[src/rtl/dmem_bus_arbiter_pkg.sv]
// Shared constants for the data-memory arbiter: load/store size codes and FSM encodings.
package dmem_bus_arbiter_pkg;

   localparam logic [2:0] LS_B  = 3'b000;
   localparam logic [2:0] LS_H  = 3'b001;
   localparam logic [2:0] LS_W  = 3'b010;
   localparam logic [2:0] LS_BU = 3'b100;
   localparam logic [2:0] LS_HU = 3'b101;

   typedef logic [2:0] arb_state_t;

   localparam arb_state_t ARB_IDLE = 3'd0;
   localparam arb_state_t ARB_CORE = 3'd1;
   localparam arb_state_t ARB_DMA  = 3'd2;
   localparam arb_state_t ARB_DONE = 3'd3;
   localparam arb_state_t ARB_CERR = 3'd4;

   localparam int unsigned TIMEOUT_DEF = 15;

endpackage

[src/rtl/dmem_lane_fmt.sv]
// Byte-lane formatter: store lane enables/replication, load lane extraction and extension,
// and alignment check for a single core access.
module dmem_lane_fmt
   import dmem_bus_arbiter_pkg::*;
(
   input  logic [2:0]  func3,
   input  logic [1:0]  lane,
   input  logic [31:0] wdata,
   input  logic [31:0] rdata,
   output logic [3:0]  be,
   output logic [31:0] mem_wdata,
   output logic [31:0] ext_rdata,
   output logic        misaligned
);

   logic [31:0] byte_sh;
   logic [31:0] half_sh;

   assign byte_sh = rdata >> {lane, 3'b000};
   assign half_sh = rdata >> {lane[1], 4'b0000};

   // func3[2] selects zero extension for the unsigned load variants.
   always_comb begin
      be         = 4'b1111;
      mem_wdata  = wdata;
      ext_rdata  = rdata;
      misaligned = 1'b0;
      case (func3)
         LS_B, LS_BU: begin
            be         = 4'b0001 << lane;
            mem_wdata  = {4{wdata[7:0]}};
            ext_rdata  = func3[2] ? {24'b0, byte_sh[7:0]} : {{24{byte_sh[7]}}, byte_sh[7:0]};
         end
         LS_H, LS_HU: begin
            be         = 4'b0011 << lane;
            mem_wdata  = {2{wdata[15:0]}};
            ext_rdata  = func3[2] ? {16'b0, half_sh[15:0]} : {{16{half_sh[15]}}, half_sh[15:0]};
            misaligned = lane[0];
         end
         default: begin
            misaligned = |lane;
         end
      endcase
   end

endmodule

[src/rtl/dmem_bus_arbiter.sv]
// Data-memory port owner: round-robin arbitration between core LSU and DMA, one registered
// access at a time with ack wait, timeout and load extension.
module dmem_bus_arbiter
   import dmem_bus_arbiter_pkg::*;
#(
   parameter int unsigned ADDR_W  = 32,
   parameter int unsigned TIMEOUT = TIMEOUT_DEF
) (
   input  logic              clk,
   input  logic              rst_n,
   input  logic              core_rd,
   input  logic              core_wr,
   input  logic [2:0]        core_func3,
   input  logic [ADDR_W-1:0] core_addr,
   input  logic [31:0]       core_wdata,
   output logic              core_stall,
   output logic              core_done,
   output logic [31:0]       core_rdata,
   output logic              core_err,
   input  logic              dma_req,
   input  logic              dma_we,
   input  logic [ADDR_W-1:0] dma_addr,
   input  logic [31:0]       dma_wdata,
   output logic              dma_done,
   output logic [31:0]       dma_rdata,
   output logic              mem_req,
   output logic              mem_we,
   output logic [ADDR_W-1:0] mem_addr,
   output logic [3:0]        mem_be,
   output logic [31:0]       mem_wdata,
   input  logic              mem_ack,
   input  logic [31:0]       mem_rdata
);

   localparam logic [3:0] TMO_LAST = 4'(TIMEOUT - 1);

   arb_state_t        state_q, state_d;
   logic              last_core_q;
   logic              owner_core_q;
   logic [3:0]        timer_q;
   logic [2:0]        func3_q;
   logic [1:0]        lane_q;
   logic              mem_req_q, mem_we_q;
   logic [ADDR_W-1:0] mem_addr_q;
   logic [3:0]        mem_be_q;
   logic [31:0]       mem_wdata_q, core_rdata_q, dma_rdata_q;

   logic        core_any, grant_core, grant_dma, tmo;
   logic [2:0]  fmt_func3;
   logic [1:0]  fmt_lane;
   logic [3:0]  fmt_be;
   logic [31:0] fmt_wdata, fmt_rdata;
   logic        fmt_mis;
   logic        unused_dma_lane;

   assign unused_dma_lane = ^dma_addr[1:0];

   assign core_any   = core_rd | core_wr;
   // Tie goes to whoever did not win last; a lone requester wins immediately.
   assign grant_core = core_any & (~dma_req | ~last_core_q);
   assign grant_dma  = dma_req & ~grant_core;
   assign tmo        = ~mem_ack & (timer_q == TMO_LAST);

   // Request formatting uses live core inputs in IDLE; extraction uses the latched access.
   assign fmt_func3 = (state_q == ARB_IDLE) ? core_func3 : func3_q;
   assign fmt_lane  = (state_q == ARB_IDLE) ? core_addr[1:0] : lane_q;

   dmem_lane_fmt u_lane_fmt (
      .func3      (fmt_func3),
      .lane       (fmt_lane),
      .wdata      (core_wdata),
      .rdata      (mem_rdata),
      .be         (fmt_be),
      .mem_wdata  (fmt_wdata),
      .ext_rdata  (fmt_rdata),
      .misaligned (fmt_mis)
   );

   always_comb begin
      state_d = state_q;
      case (state_q)
         ARB_IDLE: begin
            if (grant_core) begin
               state_d = fmt_mis ? ARB_CERR : ARB_CORE;
            end else if (grant_dma) begin
               state_d = ARB_DMA;
            end
         end
         ARB_CORE: begin
            if (mem_ack)  state_d = ARB_DONE;
            else if (tmo) state_d = ARB_CERR;
         end
         ARB_DMA: begin
            // A timed-out DMA access is retried through normal arbitration.
            if (mem_ack)  state_d = ARB_DONE;
            else if (tmo) state_d = ARB_IDLE;
         end
         default: state_d = ARB_IDLE;
      endcase
   end

   always_ff @(posedge clk or negedge rst_n) begin
      if (!rst_n) begin
         state_q      <= ARB_IDLE;
         last_core_q  <= 1'b0;
         owner_core_q <= 1'b0;
         timer_q      <= '0;
         func3_q      <= '0;
         lane_q       <= '0;
         mem_req_q    <= 1'b0;
         mem_we_q     <= 1'b0;
         mem_addr_q   <= '0;
         mem_be_q     <= '0;
         mem_wdata_q  <= '0;
         core_rdata_q <= '0;
         dma_rdata_q  <= '0;
      end else begin
         state_q <= state_d;
         case (state_q)
            ARB_IDLE: begin
               timer_q <= '0;
               if (grant_core) begin
                  last_core_q  <= 1'b1;
                  owner_core_q <= 1'b1;
                  func3_q      <= core_func3;
                  lane_q       <= core_addr[1:0];
                  if (!fmt_mis) begin
                     mem_req_q   <= 1'b1;
                     mem_we_q    <= core_wr;
                     mem_addr_q  <= {core_addr[ADDR_W-1:2], 2'b00};
                     mem_be_q    <= core_wr ? fmt_be : 4'b1111;
                     mem_wdata_q <= fmt_wdata;
                  end
               end else if (grant_dma) begin
                  last_core_q  <= 1'b0;
                  owner_core_q <= 1'b0;
                  mem_req_q    <= 1'b1;
                  mem_we_q     <= dma_we;
                  mem_addr_q   <= {dma_addr[ADDR_W-1:2], 2'b00};
                  mem_be_q     <= 4'b1111;
                  mem_wdata_q  <= dma_wdata;
               end
            end
            ARB_CORE, ARB_DMA: begin
               if (mem_ack) begin
                  mem_req_q <= 1'b0;
                  if (owner_core_q) core_rdata_q <= fmt_rdata;
                  else              dma_rdata_q  <= mem_rdata;
               end else if (tmo) begin
                  mem_req_q <= 1'b0;
               end else begin
                  timer_q <= timer_q + 4'd1;
               end
            end
            default: ;
         endcase
      end
   end

   assign core_done  = (state_q == ARB_DONE) & owner_core_q;
   assign dma_done   = (state_q == ARB_DONE) & ~owner_core_q;
   assign core_err   = (state_q == ARB_CERR);
   assign core_stall = core_any & ~core_done & ~core_err;
   assign core_rdata = core_rdata_q;
   assign dma_rdata  = dma_rdata_q;
   assign mem_req    = mem_req_q;
   assign mem_we     = mem_we_q;
   assign mem_addr   = mem_addr_q;
   assign mem_be     = mem_be_q;
   assign mem_wdata  = mem_wdata_q;

endmodule

[config.mk]
export PLATFORM = sky130hd
export DESIGN_NAME = dmem_bus_arbiter
export DESIGN_NICKNAME = d
export VERILOG_FILES = /design/src/rtl/dmem_bus_arbiter_pkg.sv /design/src/rtl/dmem_lane_fmt.sv /design/src/rtl/dmem_bus_arbiter.sv
export SDC_FILE = /design/constraint.sdc
export NUM_CORES = 1
export LEC_CHECK = 0
export ABC_AREA = 1
export CAP_MARGIN = 0
export CELL_PAD_IN_SITES_DETAIL_PLACEMENT = 1
export CELL_PAD_IN_SITES_GLOBAL_PLACEMENT = 2
export CORE_UTILIZATION = 21
export CTS_BUF_LIST = sky130_fd_sc_hd__clkbuf_16
export DETAILED_ROUTE_END_ITERATION = 8
export PLACE_DENSITY = 0.73
export RECOVER_POWER = 100
export SYNTH_ARGS = -nofsm -noshare
export SYNTH_HDL_FRONTEND = slang
export SYNTH_SLANG_ARGS = --single-unit
[constraint.sdc]
create_clock -name clk -period 1.68 [get_ports clk]
set_input_delay 0.252 -clock clk [delete_from_list [all_inputs] [get_ports clk]]
set_output_delay 0.252 -clock clk [all_outputs]
set_load 0.05 [all_outputs]
* Yosys cells after proc, flatten, opt, wreduce, memory -nomap -nowiden
Cells that the tools add are included.
** Operators by class
- $add $sub $neg :: 1
- Eq/ne operators :: 16
- Shift-type cells :: 4
- Muxes and demuxes :: 40
- Bitwise operators :: 15
- Reductions and logical operators :: 16
** Operators by type and width (number)
- 32-bit two-way mux :: 8
- 32-bit one-hot mux with 2 select lines :: 2
- 32-bit by 5-bit right shift with 16-bit output :: 1
- 32-bit by 5-bit right shift with 8-bit output :: 1
- 3-bit two-way mux :: 8
- 4-bit two-way mux :: 6
- 4-bit one-hot mux with 2 select lines :: 2
- 3-bit inequality test, second input constant :: 5
- 3-bit AND reduction :: 5
- 1-bit two-way mux :: 10
- 3-bit == test, second input constant :: 3
- 3-bit one-hot mux with 3 select lines :: 1
- 2-bit OR reduction :: 4
- 1-bit AND :: 7
- 3-bit by 1-bit == test with 1-bit output, second input constant :: 2
- 3-bit by 2-bit == test with 1-bit output, second input constant :: 2
- 3-bit zero test :: 2
- 2-bit inequality test, second input constant :: 3
- 1-bit inverter :: 6
- 4-bit by 1-bit adder with 4-bit output, second input constant :: 1
- 4-bit == test, second input constant :: 1
- 1-bit one-hot mux with 2 select lines :: 2
- 2-bit AND reduction :: 2
- 4-bit AND reduction :: 1
- 5 further kinds :: 7
** Word-level totals
- Bits in registers :: 147
- Input port bits :: 170
- Output and inout port bits :: 138
- Word-level logic and storage cells :: 104

* Depth between registers and ports, before layout
- Depth in word-level cells :: 8
- Mapped depth :: 14
- Gate-level depth less buffers :: 12

* Hierarchy
Synthesis repeated with hierarchy kept, for this count alone.
** Unflattened totals
- Cell total of the unflattened synthesis :: 1104
- Area total of the unflattened synthesis :: 7757.4 µm²
** By module, submodules not included
- dmem_bus_arbiter :: times used 1, cells an instance 860, area each 6600.1 µm², sequential area each 3628.5 µm²
- dmem_lane_fmt :: times used 1, cells an instance 244, area each 1157.4 µm², sequential area each 0.0 µm²

* Least setup slack after synthesis
Ideal clock, no wire load.
- Kind :: reg-to-output
- Start point :: reg state_q[1]
- End point :: out core_stall
- Arrival :: 2160 ps
- Required time :: 1428 ps
- Path slack :: -732 ps
- Stages on the path, launching flop included :: 4
- Buffers on the path :: 0
- Cells stage by stage :: dfrtp_1 -> nand2_1 -> nor3_1 -> nor3_1
** Between the ends
- Cells in the longest elaborated chain, start to end :: 5
- Elaborated cells between the ends (all ways) :: 7
- Classes of those cells :: eq/ne (2); bitwise (5)
** RTL lines
- from (decl) :: RTL line dmem_bus_arbiter.sv:37 : arb_state_t state_q, state_d;
- from (signal assigned) :: RTL line dmem_bus_arbiter.sv:118 : state_q <= state_d;
- 3-bit by 2-bit == test with 1-bit output :: RTL line dmem_bus_arbiter.sv:160 : assign core_done = (state_q == ARB_DONE) & owner_core_q;
- 1-bit AND :: RTL line dmem_bus_arbiter.sv:160
- net core_done :: RTL line dmem_bus_arbiter.sv:17 : output logic core_done,
- 1-bit inverter :: RTL line dmem_bus_arbiter.sv:163 : assign core_stall = core_any & ~core_done & ~core_err;
- 1-bit AND (2 in a row) :: RTL line dmem_bus_arbiter.sv:163
- to (decl) :: RTL line dmem_bus_arbiter.sv:16 : output logic core_stall,
The timed path passes the listed nets, and every way through them passes these cells.

* Final worst setup path
- Start point :: reg state_q[0]
- End point :: out core_done
** Between the ends
- Cells in the longest elaborated chain, start to end :: 2
** RTL lines (RTL line)
- 3-bit by 2-bit == test with 1-bit output :: dmem_bus_arbiter.sv:160
- 1-bit AND :: dmem_bus_arbiter.sv:160
- to (decl) :: dmem_bus_arbiter.sv:17
No other way between the ends.

==> impl_metrics.py <==
metrics = {
    "final_layout": {
        "area_delta_synth_final_pct": 75.9,
        "insertedDiodeCount": 0,
        "post-route-util": 0.379,
        "drive_gt1_frac": 0.340,
        "fill_cells": 4137,
        "nets": 1552,
    },
    "worst_setup_path": {
        "critPathKind": "reg -> out",
        "cp.arrival_ps": 1730,
        "cp-end-kind": "output pin",
        "crit_required_ps": 1430,
        "start_kind": "flip-flop",
        "crit_fanout": 2,
    },
    "timing": {
        "fin_tns_setup_ps": -31080,
        "fin_ws_ps": -304,
        "setup_viol": 140,
        "rsz0062_at_grt": "yes",
        "post-route-period-util": 1.18,
        "timing.fmax_ghz": 0.504,
        "fin_skew_ps": 8.50,
        "period_minus_slack_ps": 1980,
        "worst_pin_slew_ps": 1270,
        "maxSlewHeadroom": 0.151,
        "hold-worst-slack_ps": 444,
        "hold_violations": 0,
        "finalMaxSlewViolations": 0,
    },
    "power_and_ir_drop": {
        "power_frac_clock": 0.106,
        "p_comb_frac": 0.710,
        "p_int_mw": 16.2,
        "cellPowerDensity_nw_per_um2": 2560,
        "leakagePower_nw": 6.63,
        "p_switching_mw": 17.7,
        "ir_worst_vdd_mv": 0.959,
        "p_sw_frac": 0.522,
        "seqPwrFrac": 0.185,
    },
    "flow_run": {
        "maxCapViolations": 0,
    },
    "die": {
        "start_util": 0.216,
        "core_area_sq_um": 34900,
        "io_pins": 308,
        "die_y_um": 191,
        "dieArea_sq_um": 36600,
        "die_w_um": 191,
        "placementRows": 68,
    },
    "status": {
        "status": "finished with violations",
        "violations": "negative setup slack",
    },
    "synth": {
        "ys_ff_latch": 145,
        "synthFlopType": "dfrtp_1",
        "syn_inst": 965,
        "synthMuxAreaShare": 0.0610,
        "synth_compound_area_frac": 0.129,
        "ys_types": 37,
        "synthXorXnorAreaFrac": 0.00233,
        "ys_warn_count": 0,
        "ys_seq_area_frac": 0.482,
        "synth_top_family_by_area": "simple AND/OR/NAND/NOR gates",
        "synth-edff-count": 0,
        "synthAdderAreaFrac": 0.00333,
        "synthArstFlopShare": 1.00,
        "syn_area_sq_um": 7520,
        "syn_avg_cell_area_sq_um": 7.80,
        "synthSimpleGateAreaFrac": 0.236,
    },
    "clock_network": {
        "clkTransAtPathRegs_ps": 60,
        "tritoncts": "built",
        "cts_root_buf": "clkbuf_16",
        "clk_path_buf_depth": 2,
        "clock_latency_ps": 450,
        "h-tree-depth": 4,
        "cts_buffers": 17,
        "numClockSinks": 145,
    },
    "global_routing": {
        "grt_pass1_wl_mm": 51.1,
        "grt_usage": 0.188,
        "grt.overflow.total": 0,
        "antenna_found_initial": 1,
        "grt_max_degree": 40,
        "grt_pass1_vias": 8758,
    },
    "route": {
        "vias": 8088,
        "vias_per_cell": 4.38,
        "first_pass_iters": 4,
        "routed_wl_mm": 34.2,
        "wire_per_inst_um": 18.5,
        "drc_errors": 0,
        "ant_nets": 0,
        "drt_iter0_drc": 277,
    },
    "place": {
        "io_buffers": 303,
        "dp_hpwl_mm": 23.8,
        "place_ws_ps": -489,
        "gp_congestion": 0.798,
    },
    "hold_path": {
        "min_path_type": "in -> reg",
    },
}
## path summary, 6_finish.rpt
check	startpoint	endpoint	slack [ps]	cells after the start
worst max-delay path	state_q[0]$_DFFE_PN0P_	core_done	-300	6
worst max register to register	state_q[1]$_DFFE_PN0P_	mem_addr[28]$_DFFE_PN0P_	-300	13
worst min-delay path	core_addr[25]	mem_addr[25]$_DFFE_PN0P_	440	3
min in group asynchronous	rst_n	core_rdata[31]$_DFFE_PN0P_	640	2
max in group asynchronous	rst_n	core_rdata[8]$_DFFE_PN0P_	180	3
worst min register to register	core_rdata[12]$_DFFE_PN0P_	core_rdata[12]$_DFFE_PN0P_	470	2
## power by group through the flow
stage / Clock (mW) / Combinational [mW] / Sequential (mW)
global placement: 0 / 19.1 / 6.22
finish: 3.58 / 24.1 / 6.26
global route: 3.85 / 25.8 / 6.48
floorplan: 0 / 6.73 / 11.4
CTS: 3.73 / 24.2 / 6.28
detailed placement: 0 / 19.3 / 6.26
## layer usage
metal,up-vias,GRT usage,routed length [um]
li1,3907,-,-
met4,2,0.0546,643
met3,35,0.0606,2350
met2,231,0.324,16900
met5,-,0,12
met1,3913,0.220,14300
## what timing repair did
item,in CTS,in global routing
resized for setup,195,73
endpoints found under the hold margin,32,0
pin swaps,52,29
gates cloned,17,4
hold buffers,1,0
setup buffers,29,11
endpoints found under the setup margin,137,143
## final cells by class
class                   count  area (sq um)  area share
inverters                 101           394      0.0298
clock inverters            15           103     0.00775
well taps                 455           569      0.0430
repair buffers            444          4130       0.312
multi-input cells         671          3990       0.301
clock buffers              17           425      0.0321
flip-flops and latches    145          3630       0.274
## placed cells by master (no fill, tap or decap), types with 3 or more instances in the layout
| cell type | netlist | final |
|---|---|---|
| o21bai_1 | 8 | 8 |
| buf_8 | 0 | 4 |
| nand4_1 | 3 | 3 |
| clkdlybuf4s50_1 | 0 | 166 |
| o21ai_4 | 1 | 10 |
| clkinv_2 | 0 | 6 |
| mux2_2 | 7 | 7 |
| nor2_1 | 38 | 32 |
| nand2_4 | 1 | 20 |
| clkbuf_16 | 0 | 20 |
| mux2i_1 | 38 | 38 |
| nand2_2 | 1 | 49 |
| inv_1 | 97 | 95 |
| clkinv_1 | 1 | 5 |
| o21ai_1 | 47 | 65 |
| nand2_8 | 0 | 6 |
| buf_16 | 0 | 9 |
| o21ai_2 | 2 | 20 |
| dfrtp_1 | 145 | 145 |
| a31oi_1 | 10 | 9 |
| buf_12 | 0 | 23 |
| nand3_2 | 0 | 12 |
| nand2_1 | 335 | 265 |
| o21ai_0 | 98 | 53 |
| buf_4 | 11 | 67 |
| or2_2 | 21 | 21 |
| a21oi_1 | 11 | 7 |
| nand3_1 | 27 | 15 |
| clkbuf_2 | 0 | 135 |
| a21oi_2 | 0 | 3 |
| nor2_4 | 1 | 8 |
| buf_6 | 1 | 32 |
| inv_4 | 1 | 4 |
## through the flow
stage | power, mW | cells | area [sq um]
after CTS | 34.2 | 1837 | 13300
after global routing | 36.1 | 1848 | 13200
after detailed placement | 25.6 | 1758 | 11400
after floorplan | 18.2 | 966 | 7580
after global placement | 25.3 | 1758 | 11400
final | 33.9 | 1848 | 13200
## critical path: stages, from the launching register on
cell and delay (ps):
dfrtp_1 390, buf_4 140, nand2_1 90, buf_4 170
nor3_4 230, buf_6 150, buf_12 120
## Yosys cell counts, drive strengths merged (3+ instances only)
| cell type | instances | area [sq um] |
|---|---|---|
| a21oi | 11 | 55.1 |
| mux2i | 38 | 380 |
| clkbuf | 25 | 93.8 |
| o21bai | 8 | 60.1 |
| nand3 | 27 | 135 |
| dfrtp | 145 | 3630 |
| buf | 27 | 168 |
| or2 | 21 | 131 |
| nand4 | 5 | 43.8 |
| nor2 | 41 | 166 |
| mux2 | 7 | 78.8 |
| nor3 | 3 | 15.0 |
| nand2 | 337 | 1270 |
| inv | 100 | 378 |
| o21ai | 148 | 759 |
| a31oi | 10 | 62.6 |
## kinds of logic after synthesis
group / count (synthesis)
mux: 45
simple gates: 435
fa+ha+maj: 2
flops: 145
buf+inv: 153
compound gates: 182
xor+xnor: 2
other cells: 1
## registers in the layout, indices dropped and copies added, names as in the netlist
| register | count |
|---|---|
| core_rdata | 32 |
| dma_rdata | 32 |
| mem_wdata | 32 |
| mem_addr | 30 |
| mem_be | 4 |
| timer_q | 4 |
| func3_q | 3 |
| state_q | 3 |
| lane_q | 2 |
| mem_req | 1 |
| mem_we | 1 |
| owner_core_q | 1 |
No activity file was read; power rests on OpenSTA's default activity.
